==> config.mk <==
export PLATFORM = sky130hd
export DESIGN_NAME = ps2_receiver_flat
export DESIGN_NICKNAME = d
export VERILOG_FILES = /design/src/rtl/ps2_receiver_if.sv /design/src/rtl/ps2_receiver.sv /design/src/flat_wrapper.sv
export SDC_FILE = /design/constraint.sdc
export NUM_CORES = 1
export LEC_CHECK = 0
export BUFFER_PORTS_ARGS = -buffer_cell sky130_fd_sc_hd__buf_4
export CORE_AREA = 3 3 116 118
export DETAILED_ROUTE_END_ITERATION = 12
export DIE_AREA = 0 0 119 121
export PLACE_DENSITY = 0.42
export SKIP_LAST_GASP = 1
export SLEW_MARGIN = 20
export SYNTH_ARGS = -nofsm -noshare
export SYNTH_HDL_FRONTEND = slang
export SYNTH_SLANG_ARGS = --single-unit
==> constraint.sdc <==
create_clock -name clk -period 3.38 [get_ports clk]
set_clock_uncertainty 0.15 [all_clocks]
set_input_delay 0 -clock clk [delete_from_list [all_inputs] [get_ports clk]]
set_output_delay 0 -clock clk [all_outputs]
set_load 0.005 [all_outputs]
==> src/rtl/ps2_receiver_if.sv <==
// CPU-side register port of the PS/2 receiver: enable/write/address strobes, write data, read data and irq.
interface ps2_receiver_if;
  logic       en;
  logic       wr;
  logic       addr;
  logic [7:0] data_in;
  logic [7:0] data_out;
  logic       irq;

  modport master (output en, wr, addr, data_in, input data_out, irq);
  modport slave  (input en, wr, addr, data_in, output data_out, irq);
endinterface

==> src/rtl/ps2_receiver.sv <==
// PS/2 keyboard receiver: sync + falling-edge frame decoder feeding a 4-deep byte FIFO behind a 2-register CPU port.
// Byte visible one cycle after its stop edge; no backpressure -- a push into a full FIFO without a pop is dropped and flagged.
module ps2_receiver #(
  parameter int TIMEOUT_CYCLES = 50000
) (
  input  logic              clk,
  input  logic              reset,
  input  logic              ps2_clk,
  input  logic              ps2_data,
  ps2_receiver_if.slave     bus
);

  localparam int TW = (TIMEOUT_CYCLES > 2) ? $clog2(TIMEOUT_CYCLES) : 1;
  localparam logic [TW-1:0] TO_MAX = TW'(TIMEOUT_CYCLES - 1);

  typedef enum logic {IDLE, RECEIVE} state_t;

  logic ps2_clk_s1_q, ps2_clk_s2_q, ps2_clk_prev_q;
  logic ps2_data_s1_q, ps2_data_s2_q;
  logic ps2_fall;

  state_t        state_q, state_d;
  logic [3:0]    bit_cnt_q, bit_cnt_d;
  logic [7:0]    shift_q, shift_d;
  logic          parity_q, parity_d;
  logic [TW-1:0] timeout_q, timeout_d;
  logic          push, frame_err_set;

  logic [7:0] mem_q [4];
  logic [7:0] mem_d [4];
  logic [1:0] wr_ptr_q, wr_ptr_d, rd_ptr_q, rd_ptr_d;
  logic [2:0] count_q, count_d;
  logic       overflow_q, overflow_d, frame_err_q, frame_err_d;
  logic       not_empty, full, pop, push_ok, status_wr;

  logic unused_data_in;
  assign unused_data_in = ^{bus.data_in[7:3], bus.data_in[0]};

  assign ps2_fall = ps2_clk_prev_q & ~ps2_clk_s2_q;

  always_comb begin
    state_d       = state_q;
    bit_cnt_d     = bit_cnt_q;
    shift_d       = shift_q;
    parity_d      = parity_q;
    timeout_d     = timeout_q;
    push          = 1'b0;
    frame_err_set = 1'b0;
    case (state_q)
      IDLE: begin
        if (ps2_fall && !ps2_data_s2_q) begin
          state_d   = RECEIVE;
          bit_cnt_d = 4'd0;
          shift_d   = 8'h00;
          timeout_d = '0;
        end
      end
      RECEIVE: begin
        if (ps2_fall) begin
          timeout_d = '0;
          if (bit_cnt_q < 4'd8) begin
            shift_d   = {ps2_data_s2_q, shift_q[7:1]};
            bit_cnt_d = bit_cnt_q + 4'd1;
          end else if (bit_cnt_q == 4'd8) begin
            parity_d  = ps2_data_s2_q;
            bit_cnt_d = bit_cnt_q + 4'd1;
          end else begin
            // Stop bit: odd parity over data+parity bit and a high stop bit.
            state_d   = IDLE;
            bit_cnt_d = 4'd0;
            if (ps2_data_s2_q && (^{shift_q, parity_q}))
              push = 1'b1;
            else
              frame_err_set = 1'b1;
          end
        end else if (timeout_q == TO_MAX) begin
          state_d       = IDLE;
          bit_cnt_d     = 4'd0;
          timeout_d     = '0;
          frame_err_set = 1'b1;
        end else begin
          timeout_d = timeout_q + TW'(1);
        end
      end
      default: state_d = IDLE;
    endcase
  end

  assign not_empty = (count_q != 3'd0);
  assign full      = (count_q == 3'd4);
  assign pop       = bus.en & ~bus.wr & ~bus.addr & not_empty;
  assign push_ok   = push & (~full | pop);
  assign status_wr = bus.en & bus.wr & bus.addr;

  always_comb begin
    mem_d    = mem_q;
    wr_ptr_d = wr_ptr_q;
    rd_ptr_d = rd_ptr_q;
    if (push_ok) begin
      mem_d[wr_ptr_q] = shift_q;
      wr_ptr_d        = wr_ptr_q + 2'd1;
    end
    if (pop)
      rd_ptr_d = rd_ptr_q + 2'd1;
    count_d = count_q + {2'b00, push_ok} - {2'b00, pop};

    // Clears are applied first so a same-cycle set wins.
    overflow_d  = overflow_q;
    frame_err_d = frame_err_q;
    if (status_wr && bus.data_in[1]) overflow_d  = 1'b0;
    if (status_wr && bus.data_in[2]) frame_err_d = 1'b0;
    if (push && !push_ok)            overflow_d  = 1'b1;
    if (frame_err_set)               frame_err_d = 1'b1;
  end

  always_comb begin
    bus.data_out = 8'h00;
    if (bus.en && !bus.wr) begin
      if (bus.addr)
        bus.data_out = {5'b00000, frame_err_q, overflow_q, not_empty};
      else if (not_empty)
        bus.data_out = mem_q[rd_ptr_q];
    end
  end

  assign bus.irq = not_empty;

  always_ff @(posedge clk) begin
    if (!reset) begin
      ps2_clk_s1_q   <= 1'b1;
      ps2_clk_s2_q   <= 1'b1;
      ps2_clk_prev_q <= 1'b1;
      ps2_data_s1_q  <= 1'b1;
      ps2_data_s2_q  <= 1'b1;
      state_q        <= IDLE;
      bit_cnt_q      <= 4'd0;
      shift_q        <= 8'h00;
      parity_q       <= 1'b0;
      timeout_q      <= '0;
      mem_q          <= '{default: 8'h00};
      wr_ptr_q       <= 2'd0;
      rd_ptr_q       <= 2'd0;
      count_q        <= 3'd0;
      overflow_q     <= 1'b0;
      frame_err_q    <= 1'b0;
    end else begin
      ps2_clk_s1_q   <= ps2_clk;
      ps2_clk_s2_q   <= ps2_clk_s1_q;
      ps2_clk_prev_q <= ps2_clk_s2_q;
      ps2_data_s1_q  <= ps2_data;
      ps2_data_s2_q  <= ps2_data_s1_q;
      state_q        <= state_d;
      bit_cnt_q      <= bit_cnt_d;
      shift_q        <= shift_d;
      parity_q       <= parity_d;
      timeout_q      <= timeout_d;
      mem_q          <= mem_d;
      wr_ptr_q       <= wr_ptr_d;
      rd_ptr_q       <= rd_ptr_d;
      count_q        <= count_d;
      overflow_q     <= overflow_d;
      frame_err_q    <= frame_err_d;
    end
  end

endmodule

==> src/flat_wrapper.sv <==
// flat-port wrapper written by rule: the top's interface ports become plain ports
module ps2_receiver_flat 
#(
  parameter int TIMEOUT_CYCLES = 50000
)
  (clk, reset, ps2_clk, ps2_data, bus_en, bus_wr, bus_addr, bus_data_in, bus_data_out, bus_irq);
  ps2_receiver_if bus_i ();
  input  logic clk;
  input  logic reset;
  input  logic ps2_clk;
  input  logic ps2_data;
  input wire logic [$bits(bus_i.en)-1:0] bus_en;
  input wire logic [$bits(bus_i.wr)-1:0] bus_wr;
  input wire logic [$bits(bus_i.addr)-1:0] bus_addr;
  input wire logic [$bits(bus_i.data_in)-1:0] bus_data_in;
  output wire logic [$bits(bus_i.data_out)-1:0] bus_data_out;
  output wire logic [$bits(bus_i.irq)-1:0] bus_irq;
  assign bus_i.en = bus_en;
  assign bus_i.wr = bus_wr;
  assign bus_i.addr = bus_addr;
  assign bus_i.data_in = bus_data_in;
  assign bus_data_out = bus_i.data_out;
  assign bus_irq = bus_i.irq;
  ps2_receiver #(.TIMEOUT_CYCLES(TIMEOUT_CYCLES)) u_core (.clk(clk), .reset(reset), .ps2_clk(ps2_clk), .ps2_data(ps2_data), .bus(bus_i));
endmodule
== After elaboration in Yosys (flattened, before gate mapping) ==
Cells that the tools add are included.

* Register bits: 76
* Input bits: 15
* Logic and storage cells: 113

* Add/sub/neg operators: 6
* Order comparisons: 4
* Equality and inequality tests: 7
* Mux-type cells: 44
* Bitwise logic cells: 16
* Reduce and logical (&&, ||, !) cells: 17

{| class="wikitable"
|+ Operator list
! kind !! count
|-
| 8-bit 2-to-1 mux || 9
|-
| 16-bit 2-to-1 mux || 3
|-
| 32-bit bitwise mux || 1
|-
| 16-bit one-hot mux with 2 select lines || 1
|-
| 1-bit 2-to-1 mux || 20
|-
| 4-bit 2-to-1 mux || 5
|-
| 16-bit by 1-bit adder with 16-bit output, second input constant || 1
|-
| 8-bit binary-select mux with 2-bit select || 1
|-
| 8-bit demux with 2-bit select || 1
|-
| 16-bit equality test, second input constant || 1
|-
| 8-bit one-hot mux with 2 select lines || 1
|-
| 9-bit XOR reduction || 1
|-
| 4-bit one-hot mux with 2 select lines || 1
|-
| 1-bit AND || 7
|-
| 1-bit logical AND || 7
|-
| 3-bit >= comparator, second input constant || 2
|-
| 1-bit NOT || 6
|-
| 2-bit NOT with 3-bit output || 2
|-
| 2-bit by 1-bit adder with 2-bit output, second input constant || 2
|-
| 4-bit by 1-bit adder with 4-bit output, second input constant || 1
|-
| 4-bit equality test, second input constant || 1
|-
| 4-bit < comparator, second input constant || 1
|-
| 2-bit by 1-bit inequality test with 1-bit output, second input constant || 2
|-
| 4-bit AND reduction || 1
|-
| other kinds (13) || 16
|}

== Logic depth before layout (Yosys ltp) ==
Gate-level depths: netlist (run 1).

* Word-level depth: 11
* Depth in mapped cells: 10
* Mapped depth without buffers: 10

== Worst setup path before layout (run 1) ==
Ideal clock, no wire load.

* Path kind: reg2reg
* Start point: register u_core.shift_q[5]
* End point: register u_core.count_q[2]
* Setup time: 0.115 ns
* Arrival time: 2.219 ns
* Setup slack: 0.896 ns
* Stages on the path, launching flop included: 9
* Cells stage by stage: dfxtp_1 > xor2_1 > xnor3_1 > xnor2_1 > nor2_1 > ha_1 > fa_1 > xnor2_1 > and2_1

* Word-level cells in the longest chain between the ends: 10

{| class="wikitable"
|+ RTL lines
! element !! RTL line !! RTL
|-
| start, declared || ps2_receiver.sv:24 || <nowiki>logic [7:0] shift_q, shift_d;</nowiki>
|-
| start signal, assigned || ps2_receiver.sv:154 || <nowiki>shift_q <= shift_d;</nowiki>
|-
| 9-bit XOR reduction || ps2_receiver.sv:71 || <nowiki>if (ps2_data_s2_q && (^{shift_q, parity_q}))</nowiki>
|-
| 1-bit logical AND || ps2_receiver.sv:71 ||
|-
| 1-bit 2-to-1 mux || ps2_receiver.sv:71 ||
|-
| 1-bit 2-to-1 mux || ps2_receiver.sv:64 || <nowiki>end else if (bit_cnt_q == 4'd8) begin</nowiki>
|-
| 1-bit 2-to-1 mux || ps2_receiver.sv:61 || <nowiki>if (bit_cnt_q < 4'd8) begin</nowiki>
|-
| 1-bit 2-to-1 mux || ps2_receiver.sv:59 || <nowiki>if (ps2_fall) begin</nowiki>
|-
| 1-bit 2-to-1 mux || ps2_receiver.sv:49 || <nowiki>case (state_q)</nowiki>
|-
| 1-bit AND || ps2_receiver.sv:92 || <nowiki>assign push_ok = push & (~full | pop);</nowiki>
|-
| net u_core.push_ok || ps2_receiver.sv:34 || <nowiki>logic not_empty, full, pop, push_ok, status_wr;</nowiki>
|-
| 3-bit by 1-bit adder with 3-bit output || ps2_receiver.sv:105 || <nowiki>count_d = count_q + {2'b00, push_ok} - {2'b00, pop};</nowiki>
|-
| 3-bit by 1-bit subtractor with 3-bit output || ps2_receiver.sv:105 ||
|-
| end signal, assigned || ps2_receiver.sv:160 || <nowiki>count_q <= count_d;</nowiki>
|-
| end, declared || ps2_receiver.sv:32 || <nowiki>logic [2:0] count_q, count_d;</nowiki>
|}

The timed path passes the listed nets, and every way through them passes these cells.
A chain may end at the register's enable or synchronous reset.

== Final worst setup path (run 1) ==
* Start point: register u_core.shift_q[4]
* End point: register u_core.count_q[2]

Same word-level chain as after synthesis.

==> results of run 1 <==
==> worst register-to-register path: stages (launching register included) <==
cell and delay (ns):
dfxtp_1 0.39, xor2_1 0.18, xnor3_1 0.53, xnor2_1 0.38
nor2_1 0.15, ha_1 0.25, fa_1 0.38, xnor2_1 0.13
and2_1 0.14
==> worst max path at each step <==
stage                                   end  depth (start not counted)                            from
2_1_floorplan  u_core.count_q[2]$_SDFF_PN0_                          8  u_core.shift_q[5]$_SDFFE_PN0P_
3_3_place_gp   u_core.count_q[2]$_SDFF_PN0_                          8  u_core.shift_q[4]$_SDFFE_PN0P_
3_5_place_dp   u_core.count_q[2]$_SDFF_PN0_                          8  u_core.shift_q[4]$_SDFFE_PN0P_
4_1_cts        u_core.count_q[2]$_SDFF_PN0_                          8  u_core.shift_q[4]$_SDFFE_PN0P_
5_1_grt        u_core.count_q[2]$_SDFF_PN0_                          8  u_core.shift_q[4]$_SDFFE_PN0P_
6_report       u_core.count_q[2]$_SDFF_PN0_                          8  u_core.shift_q[4]$_SDFFE_PN0P_
==> layer usage <==
metal / up-vias / global-route usage, %
met5: - / 0
met4: 0 / 6.734
met3: 12 / 2.517
met2: 27 / 17.20
met1: 1276 / 17.81
li1: 1389 / -
==> through the flow <==
step | instances | hold WS [ns] | power, uW | worst slack [ns]
2_1_floorplan | 392 | -0.04853 | 949.9 | 0.8958
3_3_place_gp | 565 | 0.04120 | 964.5 | 0.6489
3_5_place_dp | 565 | 0.04651 | 964.7 | 0.5887
4_1_cts | 585 | 0.008804 | 1936 | 0.5546
5_1_grt | 585 | 0.07475 | 1981 | 0.4685
6_report | 585 | 0.01893 | 1896 | 0.5882
==> state kept, by name, summed over array words and instances, names as in the netlist <==
register	cells
u_core.ps2_clk_s2_q	1
u_core.bit_cnt_q	4
u_core.state_q	1
u_core.frame_err_q	1
u_core.shift_q	8
u_core.ps2_clk_s1_q	1
u_core.parity_q	1
u_core.wr_ptr_q	2
u_core.count_q	3
u_core.ps2_data_s2_q	1
u_core.overflow_q	1
u_core.ps2_data_s1_q	1
u_core.rd_ptr_q	2
u_core.mem_q	32
u_core.ps2_clk_prev_q	1
u_core.timeout_q	16
==> logic make-up after synthesis <==
family,Yosys count,share of synthesized area (%)
AOI/OAI and AO/OA,33,6.459
xor gates and xnor gates,25,6.493
adders and majority gates,10,3.585
buffers and inverters,32,3.585
DFF,76,41.12
muxes,46,15.22
and+or+nand+nor,170,23.54
==> cell type report <==
cell class              count  area, um^2
multi-input cells         284        2046
flip-flops and latches     76        1521
inverters                  13       48.80
clock inverters             5       62.56
fillers                  1288        8252
repair buffers             24       190.2
clock buffers              11       232.7
well taps                 172       215.2
==> report_power, final <==
part	internal, uW	switching (uW)	leakage (uW)
Clock	574	375	0.000136
Sequential	899	2.60	0.000613
Combinational	17.0	28.5	0.000957
Total	1490	406	0.00171
==> placed cells by master (no fill, tap or decap), drive strengths merged, types with 2 or more instances in the layout <==
| cell | n |
|---|---|
| nor2 | 25 |
| mux4 | 8 |
| nor3 | 4 |
| o2111ai | 2 |
| and2 | 14 |
| ha | 9 |
| nand2b | 8 |
| clkinvlp | 2 |
| a21oi | 3 |
| a22oi | 3 |
| dfxtp | 76 |
| mux2 | 2 |
| clkbuf | 11 |
| xor2 | 16 |
| or4 | 2 |
| nand4b | 2 |
| mux2i | 36 |
| buf | 20 |
| o221a | 2 |
| nand2 | 69 |
| dlygate4sd3 | 4 |
| nand4 | 22 |
| o21ai | 6 |
| nor2b | 6 |
| a21boi | 12 |
| clkinv | 2 |
| xnor2 | 8 |
| nand3b | 3 |
| nand3 | 11 |
| inv | 13 |
==> flow_summary.yaml, run 1 <==
worst_setup_path:
  crit_buf_inv: 0
  crit_top_cell: "xnor2_1"
  cp_top_family: "XOR/XNOR gates"
  required_ns: 3.46
  start_kind: "register"
  cp.arrival_ns: 2.87
  reg2reg_to: "u_core.count_q[2]$_SDFF_PN0_"
  r2r_setup_slack_ns: 0.59
  r2r_start: "u_core.shift_q[4]$_SDFFE_PN0P_"
  cp_max_fo: 4
  cp-end-kind: "register"
  cpPeakStageDelay_ns: 0.53
  crit_slowest_cell: "xnor3_1"
  reg2regPathDepth: 8
  crit_type: "register to register"
  crit_chain: "xor2_1, xnor3_1, xnor2_1, nor2_1, ha_1, fa_1, xnor2_1, and2_1"
clock_network:
  postCtsResizedCells: 0
  ctsHoldBuffers: 4
  htreeDepth: 3
  cts_sinks: 76
  cts_buffer_depth: 2
  clock_latency_ns: 0.34
  post_cts_buffers: 0
  cts_made_buffers: 9
  root_buffer: "clkbuf_16"
  cts_tree: "done"
  clk_pin_slew_ns: 0.06
finish:
  stdcell_area_um2: 4317
  area_growth_pct: 16.67
  fin_util_pct: 34.35
  antenna_cells: 0
  nets: 433
  drive_gt1_share_pct: 12.83
detailed_routing:
  drtIter0Drc: 121
  routed-via-count: 2704
  wirelength_um: 8111
  wl_met2_um: 3388
  route.detailed.drc: 0
  dr.max_layer_used: "met4"
  routed_via_density: 4.622
  first_pass_iters: 4
  met1_length_um: 4341
  wl_per_cell_um: 13.86
  ant_nets: 0
  wl_met3_um: 191
floorplan:
  dieWidth_um: 119
  core_area_um2: 12570
  initial_core_util_pct: 29.44
  rows: 41
  fp.dieH_um: 121
  dieArea_um2: 14400
  ioPinCount: 24
min_path:
  whs_endpoint: "u_core.overflow_q$_SDFFE_PN0P_"
  hold_path_startpoint: "bus_data_in[1]"
  worstHoldPathType: "input port to register"
  min_path_cells: 5
grt:
  overflow: 0
  grt_max_degree: 75
  grt_pass1_vias: 2714
  antenna_found_initial: 0
  grt_pass1_wl_um: 14060
  grt_usage_pct: 12.39
synth:
  synth.most_common_cell: "dfxtp_1"
  yosysTopAreaCell: "dfxtp_1"
  synth_ff_type: "dfxtp_1"
  async_reset_ff_share_pct: 0
  ys_seq_area_share_pct: 41.12
  synth_area_um2: 3700
  avgSynthCellArea_um2: 9.438
  ys_ff_latch: 76
  synth_cells: 392
  synth_area_leaders: "dfxtp_1, mux2i_1, nand2_1"
  yosys_warnings: 0
  synth_nets: 417
  synth_commonest_cells: "dfxtp_1, nand2_1, mux2i_1, nor2_1, nand4_1"
  yosysTopAreaCellShare_pct: 41.12
  synth_cell_types: 47
  synth_edf_count: 0
timing:
  tns_ns: 0
  relSlewSlack_pct: 50.78
  fin_crit_sh_pct: 82.60
  rsz0062_at_grt: "no"
  fmax_ghz: 0.3582
  worstMarginPinSlew_ns: 0.7383
  slew_viol_final: 0
  finalCriticalPeriod_ns: 2.792
  finalSetupViolations: 0
  hold_violations: 0
place:
  port_buffers: 17
  gp_congestion: 0.7418
  place_area_um2: 3981
  dp_hpwl_um: 5530
run:
  drv_cap: 0
pwr:
  vdd_ir_drop_max_mv: 0.2613
  p_leak_uw: 0.001706
  pwr_density_cell_nw_per_um2: 439.3
run_status:
  status: "finished, final reports clean"
(Power assumes the default switching activity.)
==> run 2: changes to the inputs <==
==> constraint.sdc (replaced) <==
create_clock -name clk -period 2.8 [get_ports clk]
set_clock_uncertainty 0.15 [all_clocks]
set_input_delay 0 -clock clk [delete_from_list [all_inputs] [get_ports clk]]
set_output_delay 0 -clock clk [all_outputs]
set_load 0.005 [all_outputs]
==> flow_summary.yaml, run 2 (synthesis gave the netlist of run 1 again) <==
timing:
  rsz0062_at_grt: "no"
  whs_ns: -0.006310
  worstMarginPinSlew_ns: 0.6726
  fmax_ghz: 0.3911
  setup_ws_ns: 0.2432
  slew_viol_final: 0
  fin_crit_sh_pct: 91.31
  relSlewSlack_pct: 55.07
  finalSetupViolations: 0
  hold_violations: 1
  tns_ns: 0
  finalCriticalPeriod_ns: 2.557
run:
  drv_cap: 0
floorplan:
  ioPinCount: 24
  initial_core_util_pct: 29.44
  fp.dieH_um: 121
  dieArea_um2: 14400
  dieWidth_um: 119
  core_area_um2: 12570
  rows: 41
detailed_routing:
  routed_via_density: 4.728
  routed-via-count: 2799
  ant_nets: 0
  first_pass_iters: 4
  wirelength_um: 8400
  route.detailed.drc: 0
  drtIter0Drc: 138
  wl_per_cell_um: 14.19
worst_setup_path:
  crit_top_cell: "xnor2_1"
  crit_chain: "xor2_1, xnor3_1, xnor2_1, nor2_1, ha_1, fa_1, xnor2_1, and2_1"
  crit_buf_inv: 0
  required_ns: 2.87
  cp_top_family: "XOR/XNOR gates"
  cp.arrival_ns: 2.63
  cpPeakStageDelay_ns: 0.54
  crit_type: "register to register"
  crit_slowest_cell: "xnor3_1"
  cp-end-kind: "register"
  start_kind: "register"
  cp_max_fo: 4
pwr:
  combPwrFrac_pct: 2.5
  p_leak_uw: 0.001757
  finalPower_uw: 2385
  pwr_density_cell_nw_per_um2: 542.7
  switching_share_pct: 20.75
  power_switching_uw: 495.0
  seq_power_share_pct: 45.6
  p_int_uw: 1890
  vdd_ir_drop_max_mv: 0.2257
  p_clk_share_pct: 51.9
grt:
  grt_pass1_vias: 2771
  antenna_found_initial: 0
  grt_max_degree: 58
  grt_pass1_wl_um: 14090
  grt_usage_pct: 12.36
  overflow: 0
clock_network:
  cts_sinks: 76
  htreeDepth: 3
  post_cts_buffers: 0
  clk_pin_slew_ns: 0.06
  cts_made_buffers: 9
  clock_latency_ns: 0.32
  root_buffer: "clkbuf_16"
  cts_buffer_depth: 2
  cts_tree: "done"
finish:
  largest_register_ffs: 32
  antenna_cells: 0
  reg_top3: "u_core.mem_q x32, u_core.timeout_q x16, u_core.shift_q x8"
  final_common_cell: "dfxtp_1"
  largest-register: "u_core.mem_q"
  mostFrequentLayoutCells: "dfxtp_1, nand2_1, mux2i_1, nor2_1, buf_4"
  multi_input_area_um2: 2046
  seqCellArea_um2: 1521
  drive_gt1_share_pct: 14.05
  nets: 440
  fill_cells: 1284
  area_growth_pct: 18.80
  stdcell_area_um2: 4395
run_status:
  failed_checks: "hold timing"
  status: "finished, violations left"
place:
  pre_cts_ws_ns: 0.2661
  dp_hpwl_um: 5721
  gp_congestion: 0.7533
  place_area_um2: 4019
  port_buffers: 17
min_path:
  worstHoldPathType: "input port to register"
run 2: cell count changes in the layout (fill, tap and decap cells not counted), sizes merged:
cell and delta:
inv +1, clkinv +1, buf +5, bufinv +1, clkinvlp -2, dlygate4sd3 +2, clkbuf -1
run 2: power groups by stage:
stage | clock [uW] | combinational, uW | sequential, uW
global route | 1330 | 65.6 | 1090
finish | 1240 | 59.2 | 1090
CTS | 1280 | 60.2 | 1090
global placement | 0 | 54.1 | 1110
floorplan | 0 | 35.8 | 1110
detailed placement | 0 | 54.6 | 1110
run 2: worst reg2reg max path: cells and delay by family, from the launching register on:
kind	cells	cell delay, ns
flops	1	0.38
xor+xnor	4	1.09
fa+ha+maj	2	0.58
simple gates	2	0.24
run 2: final timing paths:
check                                                  endpoint  cells past startpoint                           start  slack [ns]
worst max-delay path               u_core.count_q[2]$_SDFF_PN0_                      8  u_core.shift_q[5]$_SDFFE_PN0P_        0.24
worst min-delay path            u_core.ps2_data_s1_q$_SDFF_PN1_                      2                           reset      -0.006
worst max register to register     u_core.count_q[2]$_SDFF_PN0_                      8  u_core.shift_q[5]$_SDFFE_PN0P_        0.24
worst min register to register   u_core.ps2_clk_s2_q$_SDFF_PN1_                      1  u_core.ps2_clk_s1_q$_SDFF_PN1_        0.26
run 2: repair_timing:
action                    in CTS  in global routing
hold buffers                   6                  0
hold endpoints to repair       4                  0
resized for setup              0                  0
run 2: area by class of cell:
cell class,instances,area share [%]
clock buffers,10,5.209
clock inverters,6,1.993
inverters,13,1.110
multi-input cells,284,46.54
flip-flops and latches,76,34.61
well taps,172,4.896
repair buffers,31,5.636
run 2: routing by layer:
metal	wire, um	part of all wire, %	track usage, %	vias up
li1	-	-	-	1399
met1	4242	51	16.54	1369
met2	3904	46	19.43	27
met3	156	1.9	3.170	4
met4	97	1.2	4.127	0
met5	0	0	0	-
run 2: through the flow:
stage,std cells,hold slack (ns),utilization (%)
after floorplan,392,-0.04853,-
after global placement,570,0.03931,31.98
after detailed placement,570,0.04386,31.98
after CTS,592,0.002909,34.97
after global routing,592,0.03094,34.97
final,592,-0.006310,34.97
==> run 3: changes to the inputs <==
--- a/config.mk
+++ b/config.mk
@@ -10,6 +10,7 @@
 export DETAILED_ROUTE_END_ITERATION = 12
 export DIE_AREA = 0 0 119 121
 export PLACE_DENSITY = 0.42
+export RECOVER_POWER = 50
 export SKIP_LAST_GASP = 1
 export SLEW_MARGIN = 20
 export SYNTH_ARGS = -nofsm -noshare
==> flow_summary.yaml, run 3 (synthesis gave the netlist of run 1 again) <==
worst_setup_path:
  required_ns: 2.87
  cp_max_fo: 4
  start_kind: "register"
  cpPeakStageDelay_ns: 0.54
  crit_buf_inv: 0
  cp.arrival_ns: 2.63
  cp_top_family: "XOR/XNOR gates"
  cp-end-kind: "register"
  reg2regPathDepth: 8
  crit_top_cell: "xnor2_1"
  cp_num_cells: 8
  crit_slowest_cell: "xnor3_1"
  crit_chain: "xor2_1, xnor3_1, xnor2_1, nor2_1, ha_1, fa_1, xnor2_1, and2_1"
  r2r_setup_slack_ns: 0.24
  crit_type: "register to register"
finish:
  reg_top3: "u_core.mem_q x32, u_core.timeout_q x16, u_core.shift_q x8"
  mostFrequentLayoutCells: "dfxtp_1, nand2_1, mux2i_1, nor2_1, nand4_1"
  fill_cells: 1290
  seqCellArea_um2: 1521
  largest-register: "u_core.mem_q"
  drive_gt1_share_pct: 11.90
  largest_register_ffs: 32
  fin_util_pct: 34.63
  final_common_cell: "dfxtp_1"
  multi_input_area_um2: 2024
  antenna_cells: 0
  nets: 440
  area_growth_pct: 17.65
pwr:
  p_leak_uw: 0.001721
  pwr_density_cell_nw_per_um2: 547.2
  vdd_ir_drop_max_mv: 0.2252
timing:
  finalCriticalPeriod_ns: 2.560
  rsz0062_at_grt: "no"
  whs_ns: 0.2512
  tns_ns: 0
  finalSetupViolations: 0
  worstMarginPinSlew_ns: 1.178
  fmax_ghz: 0.3906
  fin_crit_sh_pct: 91.44
  slew_viol_final: 0
  hold_violations: 0
  relSlewSlack_pct: 21.48
min_path:
  min_path_cells: 5
  worstHoldPathType: "input port to register"
clock_network:
  cts_buffer_depth: 2
  cts_tree: "done"
  root_buffer: "clkbuf_16"
  cts_sinks: 76
  htreeDepth: 3
  postCtsResizedCells: 0
  cts_made_buffers: 9
  clock_latency_ns: 0.32
  clk_pin_slew_ns: 0.06
place:
  gp_congestion: 0.7533
  port_buffers: 17
  dp_hpwl_um: 5721
detailed_routing:
  wl_per_cell_um: 14.06
  first_pass_iters: 4
  route.detailed.drc: 0
  routed_via_density: 4.711
  wirelength_um: 8326
  drtIter0Drc: 131
  routed-via-count: 2789
  ant_nets: 0
grt:
  grtUsageMet3_pct: 3.170
  use_met1_pct: 16.54
  grt_usage_pct: 12.36
  grt_max_degree: 58
  overflow: 0
  grt_busiest_layer: "met2"
  grt_pass1_vias: 2771
  antenna_found_initial: 0
  grt_pass1_wl_um: 14090
  met2_usage_pct: 19.43
floorplan:
  dieWidth_um: 119
  dieArea_um2: 14400
  ioPinCount: 24
  fp.dieH_um: 121
  initial_core_util_pct: 29.44
  core_area_um2: 12570
  rows: 41
run:
  drv_cap: 0
run_status:
  status: "finished, final reports clean"
==> run 3: cell count changes in the layout (fill, tap and decap cells not counted), sizes merged <==
cell	previous run	this run
clkbuf	10	20
buf	25	15
==> run 3: final cells by class <==
type	count	share of cell area, %
clock buffers	10	5.260
clock inverters	6	2.012
inverters	13	1.121
multi-input cells	284	46.51
flip-flops and latches	76	34.95
well taps	172	4.944
repair buffers	31	5.203
==> run 3: power by group <==
| group | switching, uW | leakage [uW] | internal, uW |
|---|---|---|---|
| logic | 35.7 | 0.000951 | 21.9 |
| clock network | 454 | 0.000157 | 782 |
| registers | 3.13 | 0.000613 | 1080 |
==> run 3: metal layers <==
layer,share of wire (%),vias to the layer above
li1,-,1398
met1,50,1360
met2,47,27
met3,2.0,4
met4,1.2,0
met5,0,-
==> run 3: worst reg2reg max path, delay by kind of cell (launching register included) <==
family | cells | cell delay (ns)
xor gates and xnor gates | 4 | 1.09
adders and majority gates | 2 | 0.58
DFF | 1 | 0.38
and+or+nand+nor | 2 | 0.24
==> run 3: worst paths after layout <==
kind                                       start                         endpoint
setup / recovery  u_core.shift_q[5]$_SDFFE_PN0P_     u_core.count_q[2]$_SDFF_PN0_
hold / removal                          bus_addr  u_core.rd_ptr_q[0]$_SDFFE_PN0P_
setup reg to reg  u_core.shift_q[5]$_SDFFE_PN0P_     u_core.count_q[2]$_SDFF_PN0_
hold reg to reg   u_core.ps2_clk_s1_q$_SDFF_PN1_   u_core.ps2_clk_s2_q$_SDFF_PN1_
==> run 3: timing repair <==
item	in CTS	in global routing
endpoints found under the setup margin	0	0
hold buffers	6	0
setup buffers	0	0
endpoints found under the hold margin	4	0
==> run 3: through the flow <==
step | instances | total power, uW | area [um^2] | setup WS [ns]
global route | 592 | 2482 | 4353 | 0.1014
finish | 592 | 2382 | 4353 | 0.2398
global placement | 570 | 1166 | 4019 | 0.2495
floorplan | 392 | 1147 | 3700 | 0.3158
detailed placement | 570 | 1167 | 4019 | 0.2661
CTS | 592 | 2426 | 4395 | 0.2314
